--- src/rtl/wrapped_32x16_ram.sv ---
// 32 x 16 single-port RAM with per-slice INIT preload, registered write-first read.
// Memory contents are preloaded at time zero and are not cleared by reset.
module wrapped_32x16_ram #(
    parameter logic [63:0] INIT_A = 64'h0,
    parameter logic [63:0] INIT_B = 64'h0,
    parameter logic [63:0] INIT_C = 64'h0,
    parameter logic [63:0] INIT_D = 64'h0,
    parameter logic [63:0] INIT_E = 64'h0,
    parameter logic [63:0] INIT_F = 64'h0,
    parameter logic [63:0] INIT_G = 64'h0,
    parameter logic [63:0] INIT_H = 64'h0
) (
    input  logic        clock,
    input  logic        reset,
    input  logic        we,
    input  logic [4:0]  addr,
    input  logic [15:0] din,
    output logic [15:0] dout
);

    // Slice k supplies bits [2k+1:2k] of every word; word a lives at INIT bits [2a+1:2a].
    function automatic logic [31:0][15:0] f_init_mem();
        logic [7:0][63:0]  w_slices;
        logic [31:0][15:0] w_mem;
        w_slices = {INIT_H, INIT_G, INIT_F, INIT_E, INIT_D, INIT_C, INIT_B, INIT_A};
        w_mem    = '0;
        for (int unsigned a = 0; a < 32; a++) begin
            for (int unsigned k = 0; k < 8; k++) begin
                w_mem[a][2*k +: 2] = w_slices[k][2*a +: 2];
            end
        end
        return w_mem;
    endfunction

    logic [31:0][15:0] r_mem = f_init_mem();
    logic [15:0]       r_dout;

    always_ff @(posedge clock) begin
        if (!reset && we) begin
            r_mem[addr] <= din;
        end
    end

    always_ff @(posedge clock or posedge reset) begin
        if (reset) begin
            r_dout <= '0;
        end else if (we) begin
            r_dout <= din;
        end else begin
            r_dout <= r_mem[addr];
        end
    end

    assign dout = r_dout;

endmodule

--- config.mk ---
export PLATFORM = sky130hd
export DESIGN_NAME = wrapped_32x16_ram
export DESIGN_NICKNAME = d
export VERILOG_FILES = /design/src/rtl/wrapped_32x16_ram.sv
export SDC_FILE = /design/constraint.sdc
export NUM_CORES = 1
export LEC_CHECK = 0
export BUFFER_PORTS_ARGS = -buffer_cell sky130_fd_sc_hd__buf_2
export CORE_ASPECT_RATIO = 1.5
export CORE_UTILIZATION = 40
export DETAILED_ROUTE_END_ITERATION = 8
export GPL_TIMING_DRIVEN = 1
export SETUP_SLACK_MARGIN = 0.05
export SYNTH_ARGS = -nofsm -noshare
export SYNTH_HDL_FRONTEND = slang
export SYNTH_SLANG_ARGS = --single-unit
--- constraint.sdc ---
create_clock -name clock -period 1.5 [get_ports clock]
set_clock_uncertainty 0.15 [all_clocks]
set_input_delay 0.3 -clock clock [delete_from_list [all_inputs] [get_ports clock]]
set_output_delay 0.3 -clock clock [all_outputs]
set_load 0.1 [all_outputs]
Word level (Yosys, flattened, before mapping) --
Cells that the tools add are included. W data, S select, Z words.
Storage, ports and cells: output and inout port bits 16, flip-flop bits (word level) 528
Operators by class: order comparisons 2, reduce and logical (&&, ||, !) cells 3, multiplexer cells 6
Operator list (count):
- $bwmux W512 | 1
- $bmux W16 S5 | 1
- $demux W16 S5 | 1
- $mux W16 | 3
- $lt A5 B6 Y1 const B | 1
- $ge A5 B1 Y1 const B | 1
- $logic_and A1 B1 Y1 | 2
- $logic_not A1 Y1 | 1

Logic depth before layout (Yosys ltp) --
depth after elaboration 5, gate-level depth with buffers 8, mapped depth without buffers 4

Worst setup path after synthesis --
Ideal clock, no wire load.
path kind input-to-reg, start in addr[1], end reg r_mem[480] in the netlist's numbering (enable), setup time 0.388 ns, cell stages on the path 6, arrival time 2.190 ns, path slack -1.228 ns, required time 0.962 ns, cell sequence buf_2 > buf_4 > buf_4 > or3b_2 > clkbuf_1 > nor2_1
RTL lines:
- start: declaration | line 16 | input logic [4:0] addr,
- end signal: indexed assignment | line 40 | r_mem[addr] <= din;
- end: declaration | line 35 | logic [31:0][15:0] r_mem = f_init_mem();

Final worst setup path --
start reg r_mem[15] in the netlist's numbering, end reg r_dout[15] (netlist: dout[15])
Between the ends: cells in the longest elaborated chain, start to end 3
Ends and longest elaborated chain:
- $bmux W16 S5 | line 50 | r_dout <= r_mem[addr];
- $mux W16 (not written as such) | line 50
- $mux W16 | line 47 | end else if (we) begin
- end signal: assignment | line 48 | r_dout <= din;
- end signal: assignment | line 50
- end: declaration | line 36 | logic [15:0] r_dout;
No other way between the ends. The select of a mux whose other input is x is not followed. A chain may end at the register's enable or synchronous reset.

==> impl_metrics.yaml <==
run_status:
  outcome: "finished with violations"
  violations: "negative setup slack"
synth:
  synth.avg_cell_area_um2: 21.2
  synthAdderAreaFrac_pct: 0
  synth.mux.area_fraction_pct: 14.6
  ys_seq_elements: 528
  synthXorXnorAreaFrac_pct: 0
  synth-edff-count: 512
  async_reset_ff_share_pct: 3.03
  ys.flop_type: "edfxtp_1"
  ys_types: 45
  synthesis.area_mm2: 0.0203
  yosys_warnings: 0
  syn_inst: 960
  ys_seq_area_share_pct: 77.6
  synth_top_family_by_area: "multiplexers"
  synth_compound_area_share_pct: 2.86
  synthSimpleGateAreaFrac_pct: 3.10
  syn_nets: 984
floorplan:
  coreArea_mm2: 0.0499
  num_rows: 100
  initial_core_util_pct: 40.7
  die_h_um: 278
  io_pins: 40
  dieWidth_um: 186
  die_area_mm2: 0.0517
power_and_ir_drop:
  switching_power_mw: 6.82
  p_seq_share_pct: 52.6
  internal_power_mw: 24.3
  clkPwrFrac_pct: 39.4
  ir_worst_vdd_mv: 0.755
  sw_frac_of_total_pct: 21.9
  combPwrFrac_pct: 8.0
  power.leakage_nw: 8.58
  power_mw: 31.2
  p_per_area_mw_per_mm2: 1200
routing:
  via_count: 10400
  wl_per_cell_um: 26.6
  drtIter0Drc: 907
  wirelength_um: 50600
  route.detailed.drc: 0
  viasPerCell: 5.44
  met1_length_um: 20100
  ant_nets: 0
  wl_met3_um: 2230
  wl_met2_um: 26600
  highest_layer: "met4"
  dr.pass1.iters: 5
clocking:
  clk_latency_ps: 570
  cts_root_buffer: "clkbuf_16"
  cts_tree: "yes"
  numCtsBuffers: 47
  clkSinkCount: 528
  path_clk_slew_ps: 60
  h-tree-depth: 2
  cts.path.max_buffers: 3
sta:
  setup_viol: 136
  drv_slew: 0
  maxSlewHeadroom_pct: 47.1
  fmax_mhz: 528
  min_period_ps: 1890
  setup_ws_ps: -393
  rsz0062_at_grt: "yes"
  period_share_pct: 126
  hold_violations: 0
  setup-tns-final_ps: -11450
  worstMarginPinSlew_ps: 790
finish:
  final_cell_mix: "512 x edfxtp_1, 122 x buf_4, 105 x mux4_2"
  drive_gt1_share_pct: 44.4
  final_common_cell: "edfxtp_1"
  nets: 1228
  antenna_cells: 0
  area_delta_synth_final_pct: 27.7
  fillCellCount: 3871
worst_setup_path:
  path_delay_family: "multiplexers"
  cp_max_fo: 1
  max_stage_delay_ps: 480
  crit_slowest_cell: "mux4_2"
  required_ps: 1780
  crit_buf_inv: 1
  arrival_ps: 2170
  setup.worst_path.class: "reg -> reg"
  crit_path_start_kind: "register"
  path_cells: "mux4_2 -> and3b_1 -> a211oi_4 -> buf_4 -> a32oi_1"
  critPathCaptureType: "register"
global_routing:
  grt_pass1_wl_um: 73900
  grt-ovfl-total: 0
  grt_pass1_vias: 10800
  antenna_found_initial: 0
  grt_util_all_layers_pct: 20.1
  grt_max_degree: 34
placement:
  port_buffers: 39
  post-place-ws_ps: -1130
  dpl.hpwl_um: 33300
  gp_congestion: 0.854
run:
  drv_cap: 0
worst_hold_path:
  hp-class: "in -> reg"
-- registers in the layout, summed over array words and instances (netlist names) --
register,flops
r_mem,512
dout,16
-- path summary, 6_finish.rpt --
check / slack, ps / to / cells after the start / from
min in group asynchronous: 210 / dout[0]$_DFF_PP0_ / 4 / reset
setup / recovery: -390 / dout[15]$_DFF_PP0_ / 5 / r_mem[15]$_DFFE_PP_
setup reg to reg: -390 / dout[15]$_DFF_PP0_ / 5 / r_mem[15]$_DFFE_PP_
hold / removal: 10 / r_mem[506]$_DFFE_PP_ / 2 / din[10]
hold reg to reg: 610 / dout[15]$_DFF_PP0_ / 3 / r_mem[463]$_DFFE_PP_
max in group asynchronous: 740 / dout[9]$_DFF_PP0_ / 4 / reset
-- worst reg2reg max path, stage by stage (launching register included) --
cell	delay [ps]
edfxtp_1	370
mux4_2	480
and3b_1	260
a211oi_4	260
buf_4	150
a32oi_1	80
-- synthesized netlist by cell type (all sizes together) (4+ instances only) --
library cell,count,area (um2)
edfxtp,512,15400
buf,36,223
inv,20,75.1
a41oi,5,43.8
and3b,4,35.0
mux2i,14,140
o32a,9,90.1
nor4,4,25.0
a221oi,13,114
nor2,40,150
mux4,107,2460
mux2,33,372
dfrtp,16,400
and3,5,31.3
nand2,50,188
o22ai,11,68.8
clkbuf,19,71.3
a22oi,23,173
-- layer usage --
layer | vias up | global-route usage, %
met3 | 69 | 2.29
li1 | 4478 | -
met2 | 308 | 34.5
met4 | 0 | 7.21
met5 | - | 0
met1 | 5499 | 26.2
-- power by group through the flow --
stage	Clock, mW	Sequential (mW)	Combinational [mW]
3_5_place_dp	0	16.7	2.33
3_3_place_gp	0	16.7	2.30
5_1_grt	13.0	16.4	2.59
2_1_floorplan	0	17.0	0.850
4_1_cts	12.5	16.4	2.48
6_report	12.3	16.4	2.48
-- per-stage QoR --
step	util (%)	hold slack (ps)	instance area [um2]	std cells
after floorplan	-	71.9	20700	960
after global placement	47.3	247	23600	1795
after detailed placement	47.3	253	23600	1795
after CTS	51.8	4.04	25800	1904
after global routing	52.0	14.7	26000	1905
final	52.0	14.9	26000	1905
-- timing repair --
item,in CTS,in global routing
resized for setup,97,32
buffers inserted,18,3
pin swaps,46,11
hold buffers,3,0
endpoints found under the hold margin,28,0
cloned,4,3
endpoints found under the setup margin,429,259
-- kinds of logic (layout without fill, tap and decap cells) --
| family | after synthesis | after routing |
|---|---|---|
| simple gates | 130 | 130 |
| compound gates | 73 | 73 |
| mux | 154 | 154 |
| buf+inv | 75 | 357 |
| flops | 528 | 528 |
-- layout make-up --
type	instances	area [um2]	share of cell area, %
flip-flops and latches	528	15800	60.8
multi-input cells	357	4670	18.0
repair buffers	250	3020	11.6
clock buffers	55	1280	4.93
well taps	663	830	3.20
clock inverters	32	303	1.17
inverters	20	75.1	0.289
Note: power is estimated with default switching activity, not from simulation.
